<file path="config.mk">
export PLATFORM = sky130hd
export DESIGN_NAME = multicycle_ctrl
export DESIGN_NICKNAME = d
export VERILOG_FILES = /design/src/rtl/rv_ctrl_pkg.sv /design/src/rtl/multicycle_ctrl_decode.sv /design/src/rtl/multicycle_ctrl.sv
export SDC_FILE = /design/constraint.sdc
export NUM_CORES = 1
export LEC_CHECK = 0
export ABC_AREA = 1
export CORE_ASPECT_RATIO = 0.75
export CORE_MARGIN = 3
export CORE_UTILIZATION = 35
export CTS_BUF_LIST = sky130_fd_sc_hd__clkbuf_4 sky130_fd_sc_hd__clkbuf_8 sky130_fd_sc_hd__clkbuf_16
export DETAILED_ROUTE_END_ITERATION = 8
export GPL_ROUTABILITY_DRIVEN = 1
export GPL_TIMING_DRIVEN = 1
export PLACE_DENSITY_LB_ADDON = 0.12
export SKIP_CTS_REPAIR_TIMING = 1
export SLEW_MARGIN = 10
export SYNTH_ARGS = -nofsm -noshare
export SYNTH_HDL_FRONTEND = slang
export SYNTH_SLANG_ARGS = --single-unit
</file>
<file path="constraint.sdc">
create_clock -name Clk -period 1.6 [get_ports Clk]
set_clock_uncertainty 0.15 [all_clocks]
set_input_delay 0.16 -clock Clk [delete_from_list [all_inputs] [get_ports Clk]]
set_output_delay 0.16 -clock Clk [all_outputs]
set_load 0.005 [all_outputs]
</file>
<file path="src/rtl/rv_ctrl_pkg.sv">
// Shared control encodings for the RV32I multi-cycle core: FSM states,
// opcodes, ImmSel / ALUSel / WBSel codes and instruction classes.
package rv_ctrl_pkg;

  typedef enum logic [2:0] {
    S_FETCH  = 3'd0,
    S_DECODE = 3'd1,
    S_EXEC   = 3'd2,
    S_MEM    = 3'd3,
    S_WB     = 3'd4,
    S_TRAP   = 3'd5
  } state_t;

  localparam logic [6:0] OPC_LOAD   = 7'b0000011;
  localparam logic [6:0] OPC_OPIMM  = 7'b0010011;
  localparam logic [6:0] OPC_AUIPC  = 7'b0010111;
  localparam logic [6:0] OPC_STORE  = 7'b0100011;
  localparam logic [6:0] OPC_OP     = 7'b0110011;
  localparam logic [6:0] OPC_LUI    = 7'b0110111;
  localparam logic [6:0] OPC_BRANCH = 7'b1100011;
  localparam logic [6:0] OPC_JALR   = 7'b1100111;
  localparam logic [6:0] OPC_JAL    = 7'b1101111;

  localparam logic [2:0] IMM_I     = 3'b000;
  localparam logic [2:0] IMM_SHAMT = 3'b001;
  localparam logic [2:0] IMM_S     = 3'b010;
  localparam logic [2:0] IMM_B     = 3'b011;
  localparam logic [2:0] IMM_U     = 3'b100;
  localparam logic [2:0] IMM_J     = 3'b101;

  // ALU codes are {funct7[5], funct3} so R-type decode is a straight copy.
  localparam logic [3:0] ALU_ADD    = 4'b0000;
  localparam logic [3:0] ALU_SLL    = 4'b0001;
  localparam logic [3:0] ALU_SLT    = 4'b0010;
  localparam logic [3:0] ALU_SLTU   = 4'b0011;
  localparam logic [3:0] ALU_XOR    = 4'b0100;
  localparam logic [3:0] ALU_SRL    = 4'b0101;
  localparam logic [3:0] ALU_OR     = 4'b0110;
  localparam logic [3:0] ALU_AND    = 4'b0111;
  localparam logic [3:0] ALU_SUB    = 4'b1000;
  localparam logic [3:0] ALU_SRA    = 4'b1101;
  localparam logic [3:0] ALU_PASS_B = 4'b1111;

  localparam logic [1:0] WB_MEM = 2'b00;
  localparam logic [1:0] WB_ALU = 2'b01;
  localparam logic [1:0] WB_PC4 = 2'b10;

  // Branch type is funct3 of the BRANCH opcode.
  localparam logic [2:0] BR_EQ  = 3'b000;
  localparam logic [2:0] BR_NE  = 3'b001;
  localparam logic [2:0] BR_LT  = 3'b100;
  localparam logic [2:0] BR_GE  = 3'b101;
  localparam logic [2:0] BR_LTU = 3'b110;
  localparam logic [2:0] BR_GEU = 3'b111;

  typedef enum logic [3:0] {
    CLS_OP      = 4'd0,
    CLS_OPIMM   = 4'd1,
    CLS_LUI     = 4'd2,
    CLS_AUIPC   = 4'd3,
    CLS_JAL     = 4'd4,
    CLS_JALR    = 4'd5,
    CLS_LOAD    = 4'd6,
    CLS_STORE   = 4'd7,
    CLS_BRANCH  = 4'd8,
    CLS_ILLEGAL = 4'd9
  } inst_class_t;

  // Reserved branch funct3 codes (010, 011) never take the branch.
  function automatic logic branch_taken(input logic [2:0] br_type,
                                        input logic br_eq,
                                        input logic br_lt);
    logic taken;
    taken = 1'b0;
    case (br_type)
      BR_EQ:          taken = br_eq;
      BR_NE:          taken = !br_eq;
      BR_LT, BR_LTU:  taken = br_lt;
      BR_GE, BR_GEU:  taken = !br_lt;
      default:        taken = 1'b0;
    endcase
    return taken;
  endfunction

endpackage

</file>
<file path="src/rtl/multicycle_ctrl_decode.sv">
// rv32i_decode: pure combinational instruction decode. Classifies the
// opcode and derives ImmSel, ALUSel, BrUn and the branch type; the FSM
// decides when these are allowed to reach the datapath.
module rv32i_decode
  import rv_ctrl_pkg::*;
(
  input  logic [31:0] inst,
  output inst_class_t inst_class,
  output logic [2:0]  imm_sel,
  output logic [3:0]  alu_sel,
  output logic        br_un,
  output logic [2:0]  br_type
);

  logic [6:0] opcode;
  logic [2:0] funct3;
  logic       funct7_b5;
  logic       is_shift_imm;
  logic       unused_fields;

  assign opcode       = inst[6:0];
  assign funct3       = inst[14:12];
  assign funct7_b5    = inst[30];
  assign is_shift_imm = (funct3 == 3'b001) || (funct3 == 3'b101);
  // Register and immediate fields are consumed by the datapath, not here.
  assign unused_fields = ^{inst[31], inst[29:15], inst[11:7]};

  // Opcode classification and per-class select generation.
  always_comb begin
    inst_class = CLS_ILLEGAL;
    imm_sel    = IMM_I;
    alu_sel    = ALU_ADD;
    br_un      = 1'b0;
    br_type    = funct3;
    case (opcode)
      OPC_OP: begin
        inst_class = CLS_OP;
        alu_sel    = {funct7_b5, funct3};
      end
      OPC_OPIMM: begin
        inst_class = CLS_OPIMM;
        // Only SRAI carries funct7[5]; for ADDI etc. bit 30 is immediate.
        alu_sel    = {funct7_b5 & (funct3 == 3'b101), funct3};
        imm_sel    = is_shift_imm ? IMM_SHAMT : IMM_I;
      end
      OPC_LUI: begin
        inst_class = CLS_LUI;
        imm_sel    = IMM_U;
        alu_sel    = ALU_PASS_B;
      end
      OPC_AUIPC: begin
        inst_class = CLS_AUIPC;
        imm_sel    = IMM_U;
      end
      OPC_JAL: begin
        inst_class = CLS_JAL;
        imm_sel    = IMM_J;
      end
      OPC_JALR: begin
        inst_class = CLS_JALR;
        imm_sel    = IMM_I;
      end
      OPC_LOAD: begin
        inst_class = CLS_LOAD;
        imm_sel    = IMM_I;
      end
      OPC_STORE: begin
        inst_class = CLS_STORE;
        imm_sel    = IMM_S;
      end
      OPC_BRANCH: begin
        inst_class = CLS_BRANCH;
        imm_sel    = IMM_B;
        br_un      = funct3[1];
      end
      default: inst_class = CLS_ILLEGAL;
    endcase
  end

endmodule

</file>
<file path="src/rtl/multicycle_ctrl.sv">
// multicycle_ctrl: FETCH/DECODE/EXEC/MEM/WB control FSM for the RV32I
// multi-cycle core. Optional macro ILLEGAL_TRAP_EN adds a sticky TRAP state
// for unsupported opcodes; without it they retire as a NOP.
//
//   state    | meaning
//   ---------+---------------------------------------------------------
//   FETCH    | MemReq at PC, IR loaded on the MemReady cycle
//   DECODE   | immediate format / compare mode presented from Inst
//   EXEC     | ALU operation; branches resolve and retire here
//   MEM      | data access for LOAD/STORE, held until MemReady
//   WB       | register write + PC update, then back to FETCH
//   TRAP     | illegal opcode seen; Illegal=1, idle until Rst
module multicycle_ctrl
  import rv_ctrl_pkg::*;
#(
  parameter int WIDTH_INST_LENGTH   = 32,
  parameter int WIDTH_SEL_LENGTH    = 3,
  parameter int WIDTH_ALUSEL_LENGTH = 4
) (
  input  logic                           Clk,
  input  logic                           Rst,
  input  logic [WIDTH_INST_LENGTH-1:0]   Inst,
  input  logic                           BrEq,
  input  logic                           BrLt,
  input  logic                           MemReady,
  output logic                           MemReq,
  output logic                           MemWEn,
  output logic                           IRWEn,
  output logic                           PCWEn,
  output logic                           PCSel,
  output logic [WIDTH_SEL_LENGTH-1:0]    ImmSel,
  output logic                           ASel,
  output logic                           BSel,
  output logic [WIDTH_ALUSEL_LENGTH-1:0] ALUSel,
  output logic                           BrUn,
  output logic                           RegWEn,
  output logic [1:0]                     WBSel,
  output logic                           Illegal
);

  state_t      state;
  state_t      state_next;

  inst_class_t dec_class;
  logic [2:0]  dec_imm_sel;
  logic [3:0]  dec_alu_sel;
  logic        dec_br_un;
  logic [2:0]  dec_br_type;

  logic        dec_asel;
  logic        dec_bsel;
  logic        is_store;
  logic        is_load;
  logic        is_jump;
  logic        taken;

  rv32i_decode u_decode (
    .inst       (Inst),
    .inst_class (dec_class),
    .imm_sel    (dec_imm_sel),
    .alu_sel    (dec_alu_sel),
    .br_un      (dec_br_un),
    .br_type    (dec_br_type)
  );

  // PC-relative classes use PC as operand A; everything but R-type uses imm.
  assign dec_asel = (dec_class == CLS_AUIPC) || (dec_class == CLS_JAL) ||
                    (dec_class == CLS_BRANCH);
  assign dec_bsel = (dec_class != CLS_OP) && (dec_class != CLS_ILLEGAL);
  assign is_store = (dec_class == CLS_STORE);
  assign is_load  = (dec_class == CLS_LOAD);
  assign is_jump  = (dec_class == CLS_JAL) || (dec_class == CLS_JALR);
  assign taken    = branch_taken(dec_br_type, BrEq, BrLt);

  // State register with synchronous reset to FETCH.
  always_ff @(posedge Clk) begin
    if (Rst) state <= S_FETCH;
    else     state <= state_next;
  end

  // Next-state logic.
  always_comb begin
    state_next = state;
    case (state)
      S_FETCH:  state_next = MemReady ? S_DECODE : S_FETCH;
      S_DECODE: state_next = S_EXEC;
      S_EXEC: begin
        case (dec_class)
          CLS_LOAD, CLS_STORE: state_next = S_MEM;
          CLS_BRANCH:          state_next = S_FETCH;
`ifdef ILLEGAL_TRAP_EN
          CLS_ILLEGAL:         state_next = S_TRAP;
`endif
          default:             state_next = S_WB;
        endcase
      end
      S_MEM: begin
        if (MemReady) state_next = is_store ? S_FETCH : S_WB;
      end
      S_WB:     state_next = S_FETCH;
`ifdef ILLEGAL_TRAP_EN
      S_TRAP:   state_next = S_TRAP;
`endif
      default:  state_next = S_FETCH;
    endcase
  end

  // Output decode from state and Inst; everything forced low during Rst.
  always_comb begin
    MemReq  = 1'b0;
    MemWEn  = 1'b0;
    IRWEn   = 1'b0;
    PCWEn   = 1'b0;
    PCSel   = 1'b0;
    ImmSel  = '0;
    ASel    = 1'b0;
    BSel    = 1'b0;
    ALUSel  = '0;
    BrUn    = 1'b0;
    RegWEn  = 1'b0;
    WBSel   = '0;
    Illegal = 1'b0;
    if (!Rst) begin
      case (state)
        S_FETCH: begin
          MemReq = 1'b1;
          ASel   = 1'b1;
          IRWEn  = MemReady;
        end
        S_DECODE: begin
          ImmSel = dec_imm_sel;
          BrUn   = dec_br_un;
          ASel   = dec_asel;
          BSel   = dec_bsel;
        end
        S_EXEC: begin
          ImmSel = dec_imm_sel;
          BrUn   = dec_br_un;
          ASel   = dec_asel;
          BSel   = dec_bsel;
          ALUSel = dec_alu_sel;
          if (dec_class == CLS_BRANCH) begin
            PCWEn = 1'b1;
            PCSel = taken;
          end
        end
        S_MEM: begin
          ImmSel = dec_imm_sel;
          BSel   = dec_bsel;
          ALUSel = dec_alu_sel;
          MemReq = 1'b1;
          MemWEn = is_store;
          // Stores retire on the ready cycle; loads still need WB.
          PCWEn  = is_store & MemReady;
        end
        S_WB: begin
          ImmSel = dec_imm_sel;
          ASel   = dec_asel;
          BSel   = dec_bsel;
          ALUSel = dec_alu_sel;
          RegWEn = (dec_class != CLS_ILLEGAL);
          PCWEn  = 1'b1;
          PCSel  = is_jump;
          if (is_load)      WBSel = WB_MEM;
          else if (is_jump) WBSel = WB_PC4;
          else              WBSel = WB_ALU;
        end
`ifdef ILLEGAL_TRAP_EN
        S_TRAP: Illegal = 1'b1;
`endif
        default: ;
      endcase
    end
  end

endmodule
</file>
# Yosys cells after proc, flatten, opt, wreduce, memory -nomap -nowiden
# Cells that the tools add are included.
# classes
order_cmp	0
eq_ne	26
reduce_logical	19
n_mux	39
shifts	0
multipliers	0
bitwise	2
addsub	0
div_mod_pow	0
# op_table
cell	count
$pmux W4 S9	1
$eq A7 B6 Y1 const B	3
$eq A7 B7 Y1 const B	3
$mux W1	20
$eq A4 B3 Y1 const B	4
$eq A3 B3 Y1 const B	5
$pmux W3 S5	1
$eq A7 B5 Y1 const B	2
$mux W3	4
$pmux W3 S4	1
$pmux W4 S3	1
$reduce_or A2 Y1	6
$mux W2	4
$mux W4	2
$eq A7 B2 Y1 const B	1
$eq A3 B1 Y1 const B	2
$eq A3 B2 Y1 const B	2
$logic_not A3 Y1	2
$pmux W3 S2	1
$reduce_or A3 Y1	2
$eq A4 B2 Y1 const B	1
$eq A4 B4 Y1 const B	1
$logic_or A1 B1 Y1	4
$ne A4 B4 Y1 const B	1
other kinds (9)	12
# totals
elab_cells	87
output_inout_bits	19
romBits	0
register_bits	3
inputBits	37
latch_bits	0
ramBits	0
mem_count	0

# Depth between registers and ports, before layout
# depth
depth_word	8
ltp_mapped	9

# Cells and area by module
# Synthesis repeated with hierarchy kept, for this count alone.
# unflattened
cells_unflattened	174
hier_area_um2	842.1
# by_module_without_submodules
mod	seq_area_each_um2	instances	area_each_um2	cells_per_inst
multicycle_ctrl	60.1	1	520.5	108
rv32i_decode	0.0	1	321.6	66

# Worst setup path after synthesis
# OpenSTA, ideal clock, no wires.
# synth_path
path_type	reg2out
start	register state[2]
end	output BSel
path_buffers	0
path_slack_ns	0.327
path_stages_with_launch	6
t_arrival_ns	0.963
cell_sequence	dfxtp_1 > nor3_4 > nand2_2 > nand2_1 > nor2_1 > a21oi_1
# synth_via
elab_chain_len	4
# synth_rtl
element	line	text
start: declaration	multicycle_ctrl.sv:41	state_t state;
start signal: assignment	multicycle_ctrl.sv:78	else state <= state_next;
$eq A3 B3 Y1, or another cell as far along	multicycle_ctrl.sv:124	case (state)
$reduce_or A4 Y1 (no source line) *	--	
$mux W1 *	multicycle_ctrl.sv:124	
$mux W1 *	multicycle_ctrl.sv:123	if (!Rst) begin
end: declaration	multicycle_ctrl.sv:33	output logic BSel,
# Every way passes the cells marked *; elsewhere a longest branch is shown, timed or not.

# Worst setup path after layout
# layout_path
start	register state[1]
end	output ASel
# layout_via
elab_chain_len	4
# layout_rtl
element	line	text
$eq A3 B3 Y1, or another cell as far along	multicycle_ctrl.sv:124	
$reduce_or A3 Y1 (no source line)	--	
$pmux W1 S2 *	multicycle_ctrl.sv:124	
$mux W1 *	multicycle_ctrl.sv:123	
end: declaration	multicycle_ctrl.sv:32	output logic ASel,
# Marks and branches as above.

==> results.ini <==
[yosys]
synth_area_um2=788
synthCells=153
synth_seq_cells=3
syn_nets=190
ys_warn_count=0
ys_types=21
ys_seq_area_share_pct=7.62
avgSynthCellArea_um2=5.15

[critical_path]
crit_chain=inv_6, nor3_4, buf_6, inv_4, nand3_2, nand2_2, nor2_1, buf_2
crit_fanout=3
endpoint_kind=output pin
worstPathRequired_ps=1290
cp_slowest_cell=dfxtp_4
critPathLaunchType=flip-flop
cp_top_family=simple AND/OR/NAND/NOR gates
critPathKind=flip-flop to output pin
cp.arrival_ps=1420
crit_buf_inv=4
max_stage_delay_ps=370

[worst_hold_path]
hold_class=input port to flip-flop

[floorplanning]
die_w_um=60.8
die_area_mm2=0.00286
io_pins=56
core_mm2=0.00207
rows=14
start_util_pct=38.1
die_y_um=47.1

[grt]
track_usage_pct=19.7
grt_pass1_vias=1003
grt_pass1_wl_um=4220
grt_max_degree=8
overflow=0
antenna_found_initial=0

[detailed_routing]
final_antenna_net_count=0
routed_via_density=4.85
drt_pre_antenna_iters=4
drt_wl_total_um=3290
drt_iter0_markers=95
routed-via-count=1199
wl_per_cell_um=13.3
post-route-drc-count=0

[timing]
hold_viol=0
finalCritPeriodShare_pct=108
fin_crit_ps=1730
slew_viol_final=0
setup-violations-final=14
rsz0062_at_grt=yes
clock.fmax_ghz=0.578
setup_slack_ps=-129

[cells_and_area]
drive_above_1_share_pct=51.6
multi_input_area_um2=722
n_antenna_cell=0
largest_reg_flops=3
area_delta_synth_final_pct=92.9
top_register=state
post-route-util_pct=73.5
fillCellCount=165
nNetsFinal=261
seq_area_um2=66.3
largestRegisters=state x3
final_cells=247

[placed_design]
dp_hpwl_um=2240
gp_congestion=0.848
dp.cells=231
portBuffers=33

[outcome]
status=finished, violations left
violations=setup timing

[clock_tree]
clk_latency_ps=230
cts_htree_levels=1
clkSinkCount=3
cts_buffers=3
cts_root_buf=clkbuf_4
clock_path_buffers=2
cts_tree=done
clkTransAtPathRegs_ps=40

[power_and_ir_drop]
p_leak_nw=0.928
peakVddDrop_mv=0.274
power_per_cell_area_mw_per_mm2=330

[run]
cap_violations=0

## path summary, 6_finish.rpt
path | cells after the start | from | slack (ps) | endpoint
worst max-delay path | 8 | state[1] | -130 | ASel
worst min-delay path | 5 | Inst[6] | 430 | state[1]
worst max register to register | 6 | state[1] | 160 | state[0]
worst min register to register | 4 | state[2] | 560 | state[2]
## metal layers
| metal | wire length [µm] | global-route usage (%) | vias to the layer above |
|---|---|---|---|
| li1 | - | - | 611 |
| met1 | 1440 | 27.9 | 530 |
| met2 | 1590 | 33.9 | 56 |
| met3 | 258 | 1.37 | 2 |
| met4 | 10 | 2.60 | 0 |
| met5 | 0 | 0 | - |
## synth_stat cells
library cell | number | area [µm²]
nand4_1 | 2 | 12.5
buf_4 | 1 | 7.51
nor2_2 | 1 | 6.26
inv_2 | 9 | 33.8
or2_2 | 1 | 6.26
a21oi_1 | 11 | 55.1
nand3_1 | 14 | 70.1
nor2_1 | 27 | 101
nor3_1 | 1 | 5.00
nand2_1 | 38 | 143
dfxtp_1 | 3 | 60.1
nand2_2 | 7 | 43.8
buf_2 | 1 | 5.00
inv_1 | 20 | 75.1
conb_1 | 1 | 3.75
nor2_4 | 4 | 45.0
nand2_4 | 4 | 45.0
a21oi_2 | 1 | 8.76
nand3_2 | 3 | 30.0
o21ai_0 | 3 | 15.0
nor3_4 | 1 | 16.3
## through the flow
step | total power, mW | setup TNS [ps] | setup slack [ps] | hold WS, ps | area (µm²)
2_1_floorplan | 0.183 | 0 | 327 | 250 | 788
3_3_place_gp | 0.299 | -9230 | -620 | 494 | 1320
3_5_place_dp | 0.303 | -9550 | -618 | 505 | 1320
4_1_cts | 0.455 | -10130 | -643 | 510 | 1350
5_1_grt | 0.536 | -2500 | -218 | 493 | 1520
6_report | 0.502 | -1180 | -129 | 433 | 1520
## report_power, final
group	internal (mW)	total [mW]	leakage (nW)	switching (mW)
Combinational	0.126	0.266	0.883	0.140
Sequential	0.0790	0.0862	0.0261	0.00719
Clock	0.110	0.151	0.0184	0.0401
## cell families after synthesis
logic type	count (synthesis)	synth area share, %
simple gates	103	66.5
other cells	1	0.476
buf+inv	31	15.4
flops	3	7.62
compound gates	15	10.0
## placed cells by master, fill, tap and decap left out, types with 5 or more instances in the layout
master | synthesis | final
clkdlybuf4s50_1 | 0 | 8
nor2_4 | 4 | 10
nor2_2 | 1 | 5
buf_4 | 1 | 30
nand2_4 | 4 | 5
nand2_2 | 7 | 12
inv_1 | 20 | 17
clkbuf_2 | 0 | 6
nand3_1 | 14 | 13
dlymetal6s2s_1 | 0 | 8
a21oi_1 | 11 | 8
nor2_1 | 27 | 17
inv_2 | 9 | 10
nand2_1 | 38 | 32
buf_2 | 1 | 11
## worst register-to-register path, cell delays in order (launching register included)
cell     delay, ps
dfxtp_4        370
inv_6           40
nor3_4         260
buf_6          150
buf_4          110
nand4_1         90
a21oi_1        190
## final cells by class
cell class / count / share of cell area, %
multi-input combinational: 119 / 47.5
clock buffer: 4 / 1.98
timing repair buffer: 68 / 36.5
sequential: 3 / 4.36
tap: 24 / 1.98
inverter: 29 / 7.65
Power figures use the tool's default switching activity.
